### config.mk
export PLATFORM = sky130hd
export DESIGN_NAME = barrel_shift_pipe
export DESIGN_NICKNAME = d
export VERILOG_FILES = /design/src/rtl/barrel_shift_pipe.sv
export SDC_FILE = /design/constraint.sdc
export NUM_CORES = 1
export LEC_CHECK = 0
export ABC_CLOCK_PERIOD_IN_PS = 13300
export CORE_UTILIZATION = 55
export CTS_CLUSTER_DIAMETER = 50
export DETAILED_ROUTE_END_ITERATION = 6
export GPL_TIMING_DRIVEN = 0
export PLACE_DENSITY = 0.77
export SETUP_SLACK_MARGIN = 0.02
export SLEW_MARGIN = 30
export SYNTH_ARGS = -nofsm -noshare
export SYNTH_HDL_FRONTEND = slang
export SYNTH_SLANG_ARGS = --single-unit
### constraint.sdc
create_clock -name clk -period 13.3 [get_ports clk]
set_input_delay 1.995 -clock clk [delete_from_list [all_inputs] [get_ports clk]]
set_output_delay 1.995 -clock clk [all_outputs]
set_load 0.01 [all_outputs]
### src/rtl/barrel_shift_pipe.sv
// Pipelined barrel shifter: SRL/SLL/SRA/ROR/ROL plus pass-through, one
// register per shift-amount bit (MSB applied first), valid/ready handshake
// with a global stall, and a sideband tag carried alongside each operation.
module barrel_shift_pipe #(
  parameter int WIDTH  = 64,
  parameter int SAMT_W = $clog2(WIDTH),
  parameter int TAG_W  = 4
) (
  input  logic               clk,
  input  logic               rst,
  input  logic               in_valid,
  output logic               in_ready,
  input  logic [WIDTH-1:0]   D_in,
  input  logic [SAMT_W-1:0]  samt,
  input  logic [2:0]         op,
  input  logic [TAG_W-1:0]   tag_in,
  output logic               out_valid,
  input  logic               out_ready,
  output logic [WIDTH-1:0]   D_out,
  output logic [TAG_W-1:0]   tag_out
);

  localparam logic [2:0] OP_SRL = 3'd0;
  localparam logic [2:0] OP_SLL = 3'd1;
  localparam logic [2:0] OP_SRA = 3'd2;
  localparam logic [2:0] OP_ROR = 3'd3;
  localparam logic [2:0] OP_ROL = 3'd4;

  // Stage registers: stage k holds the operand after the shifts of
  // stages 0..k have been applied.
  logic [SAMT_W-1:0] valid_reg;
  logic [WIDTH-1:0]  data_reg [SAMT_W];
  logic [SAMT_W-1:0] samt_reg [SAMT_W];
  logic [2:0]        op_reg   [SAMT_W];
  logic [TAG_W-1:0]  tag_reg  [SAMT_W];

  // Values presented to each stage (from the ports for stage 0, from the
  // previous register otherwise) and the shifted data each stage captures.
  logic [SAMT_W-1:0] stage_valid;
  logic [WIDTH-1:0]  stage_data [SAMT_W];
  logic [SAMT_W-1:0] stage_samt [SAMT_W];
  logic [2:0]        stage_op   [SAMT_W];
  logic [TAG_W-1:0]  stage_tag  [SAMT_W];
  logic [WIDTH-1:0]  data_next  [SAMT_W];

  logic stall;

  // One fixed-distance shift step. SRA fills from the current MSB, which
  // after any earlier SRA step is still the original sign bit. The shift
  // distance is at most WIDTH/2, so the rotate complement never reaches WIDTH.
  function automatic logic [WIDTH-1:0] shift_step(
    input logic [WIDTH-1:0] d,
    input logic [2:0]       o,
    input int               sh
  );
    logic [WIDTH-1:0] r;
    case (o)
      OP_SRL:  r = d >> sh;
      OP_SLL:  r = d << sh;
      OP_SRA:  r = $signed(d) >>> sh;
      OP_ROR:  r = (d >> sh) | (d << (WIDTH - sh));
      OP_ROL:  r = (d << sh) | (d >> (WIDTH - sh));
      default: r = d;
    endcase
    return r;
  endfunction

  assign stall     = out_valid && !out_ready;
  assign in_ready  = !stall;
  assign out_valid = valid_reg[SAMT_W-1];
  assign D_out     = data_reg[SAMT_W-1];
  assign tag_out   = tag_reg[SAMT_W-1];

  generate
    for (genvar gi = 0; gi < SAMT_W; gi++) begin : g_stage
      localparam int SH = 1 << (SAMT_W - 1 - gi);

      if (gi == 0) begin : g_head
        assign stage_valid[gi] = in_valid;
        assign stage_data[gi]  = D_in;
        assign stage_samt[gi]  = samt;
        assign stage_op[gi]    = op;
        assign stage_tag[gi]   = tag_in;
      end else begin : g_body
        assign stage_valid[gi] = valid_reg[gi-1];
        assign stage_data[gi]  = data_reg[gi-1];
        assign stage_samt[gi]  = samt_reg[gi-1];
        assign stage_op[gi]    = op_reg[gi-1];
        assign stage_tag[gi]   = tag_reg[gi-1];
      end

      assign data_next[gi] = stage_samt[gi][SAMT_W-1-gi]
                           ? shift_step(stage_data[gi], stage_op[gi], SH)
                           : stage_data[gi];
    end
  endgenerate

  // Advance every stage together unless the output is blocked; a bubble
  // enters stage 0 whenever no input is offered.
  always_ff @(posedge clk) begin
    if (rst) begin
      valid_reg <= '0;
      for (int k = 0; k < SAMT_W; k++) begin
        data_reg[k] <= '0;
        samt_reg[k] <= '0;
        op_reg[k]   <= '0;
        tag_reg[k]  <= '0;
      end
    end else if (!stall) begin
      valid_reg <= stage_valid;
      for (int k = 0; k < SAMT_W; k++) begin
        data_reg[k] <= data_next[k];
        samt_reg[k] <= stage_samt[k];
        op_reg[k]   <= stage_op[k];
        tag_reg[k]  <= stage_tag[k];
      end
    end
  end

  // The last stage's amount and mode have already been consumed.
  logic unused_tail;
  assign unused_tail = ^{samt_reg[SAMT_W-1], op_reg[SAMT_W-1]};

endmodule

==> impl_metrics.ini <==
[clock_network]
cts.sink_count = 444
cts.path.max_buffers = 3
cts_max_level = 2
clock-root-buffer = clkbuf_16
cts_made_buffers = 48
cts_tree = done
postCtsHoldBufs = 0
postCtsSetupBuffers = 0
clock_latency_ns = 0.60
clkTransAtPathRegs_ns = 0.06
cts_resized = 0

[detailed_routing]
wl_per_cell_um = 23.66
routed_wl_mm = 76.84
first_pass_iters = 6
vias = 21340
route.detailed.drc = 0
ant_nets = 0
viasPerCell = 6.571
drt_iter0_drc = 1974

[global_route]
grt_pass1_vias = 20910
grt_pass1_wl_mm = 116.8
grt-busiest-layer = met2
groute.usage.overall_pct = 32.46
grt_max_degree = 58
overflow = 0
use_met2_pct = 59.32
antenna_found_initial = 1
use_met3_pct = 4.268
grt_util_met1_pct = 33.87

[setup_path]
reg2reg_from = op_reg[0][3]
crit_arrival_ns = 3.29
r2r-end = data_reg[0][146]
startpoint = out_ready
worst_ep_required_time_ns = 11.31
startpoint_type = input port
endpoint_kind = output port
critPathMaxFanout = 9
critPathKind = input port to output port
reg2reg_depth = 4
reg2reg_slack_ns = 10.85
cp-endpoint = in_ready

[synthesis]
async_flop_share_pct = 0
ys_types = 57
synthTopCellsByCount = 438 x edfxtp_1, 387 x a21oi_1, 206 x nor3_1
syn_inst = 2407
synth_top_area_share_pct = 51.42
synth_area_leader_cell = edfxtp_1
synth_seq_cells = 444
syn_nets = 2488
synthFlopType = edfxtp_1
synth_edf_count = 438
syn_area_sq_um = 25580
synth_most_common_cell = edfxtp_1
ys_seq_area_share_pct = 51.89
ys_top_cells_by_area = edfxtp_1 51%, a21oi_1 7.6%, o32ai_1 5.3%
synth.avg_cell_area_sq_um = 10.63
yosysWarnings = 0

[power_and_ir_drop]
clkPwrFrac_pct = 38.3
p_sw_mw = 0.8580
comb_power_share_pct = 12.1
power.internal_mw = 2.596
leakage_nw = 10.42
p_seq_share_pct = 49.6
vdd_drop_max_mv = 0.07921
swShare_pct = 24.84
powerDensity_nw_per_um2 = 116.7

[final_layout]
syn_to_final_growth_pct = 15.69
n_antenna_cell = 0
utilization_pct = 64.93
drive_above_1_share_pct = 19.37
fin_nets = 2693
fill_cells = 3584
largest_reg_flops = 384
multi_input_area_sq_um = 10330
seqCellArea_sq_um = 13270

[timing]
skew_ns = 0.02660
setup-tns-final_ns = 0
holdWs_ns = 0.4580
tightest_slew_ns = 0.8087
relSlewSlack_pct = 45.32
slew_violations = 0
fin_crit_sh_pct = 39.75
min_period_ns = 5.287
fmax_mhz = 189.2
hold_viol_final = 0
setup_viol = 0
grt_setup_unrepaired = false

[run]
timing.max_cap.violations = 0

[placed_design]
dp_hpwl_mm = 58.92
place_congestion = 1.055
io_buffers = 147

[floorplan]
die-area_sq_um = 47370
die_w_um = 217.6
die_h_um = 217.6
rows = 78
coreArea_sq_um = 45580
ios = 151
start_util_pct = 56.12

[worst_hold_path]
min_path_type = flop to flop

[outcome]
outcome = finished, final reports clean
-- per-layer routing --
layer / wire length, um / part of all wire [%]
met5: 0 / 0
met4: 6250 / 8.1
met3: 3741 / 4.9
met2: 39630 / 52
met1: 27220 / 35
-- worst min path at each step --
| stage | from | endpoint | cells past startpoint |
|---|---|---|---|
| after floorplan | valid_reg[0] | valid_reg[0] | 2 |
| after global placement | valid_reg[0] | valid_reg[0] | 2 |
| after detailed placement | valid_reg[0] | valid_reg[0] | 2 |
| after CTS | valid_reg[0] | valid_reg[0] | 2 |
| after global routing | valid_reg[3] | valid_reg[4] | 2 |
| final | valid_reg[4] | valid_reg[4] | 2 |
-- cells by family (layout without fill, tap and decap cells) --
kind of cell	after synthesis	after routing	share of synthesized area, %
mux	1	1	0.04402
compound gates	931	931	24.19
flops	444	444	51.89
xor+xnor	8	8	0.4648
buf+inv	379	620	7.778
simple gates	644	644	15.63
-- critical path: stages --
cell and delay [ns]:
clkdlybuf4s50_1 0.41, nor2b_1 0.16, buf_6 0.17, clkinv_4 0.08, clkdlybuf4s50_1 0.48
-- power groups by stage --
stage | Sequential (mW) | Clock, mW | Combinational (mW)
finish | 1.71 | 1.32 | 0.418
global route | 1.71 | 1.39 | 0.452
CTS | 1.71 | 1.34 | 0.411
detailed placement | 1.73 | 0 | 0.409
global placement | 1.73 | 0 | 0.399
floorplan | 1.68 | 0 | 0.288
-- placed cells by master, fill, tap and decap left out, types with 4 or more instances in the layout --
cell and n:
and2_1 55, or2_2 154, clkinv_1 9, buf_1 9
buf_16 8, buf_2 122, nand4_1 32, nor2b_1 18
clkbuf_1 157, o21ai_0 94, clkbuf_16 49, a211oi_1 154
bufinv_16 6, clkinv_2 6, nand2_1 11, edfxtp_1 438
a32oi_1 26, nor2_1 33, nor4_2 48, nor4_1 56
nand2b_1 13, a21oi_1 387, nor3_1 206, o32ai_1 154
a2111oi_1 19, clkbuf_2 6, a311oi_1 62, o22ai_1 6
buf_6 17, dfxtp_1 6, clkdlybuf4s50_1 147, buf_4 73
inv_1 4, a2111oi_0 9
-- per-stage QoR --
stage                     instance area (sq um)  power [mW]  worst slack [ns]  std cells
final                                     29590       3.454             8.013       3248
after detailed placement                  28030       2.144             8.011       3162
after floorplan                           25580       1.972             4.917       2407
after CTS                                 29590       3.458             8.012       3248
after global routing                      29590       3.560             7.979       3248
after global placement                    27800       2.133             3.371       3154
-- layout make-up --
cell class | count | share of cell area, %
Inverter | 7 | 0.1057
Multi-Input combinational cell | 1584 | 34.90
Tap cell | 600 | 2.537
Timing Repair Buffer | 155 | 5.717
Buffer | 372 | 6.617
Clock inverter | 25 | 0.9683
Clock buffer | 61 | 4.296
Sequential cell | 444 | 44.85
Note: power is estimated with default switching activity, not from simulation.
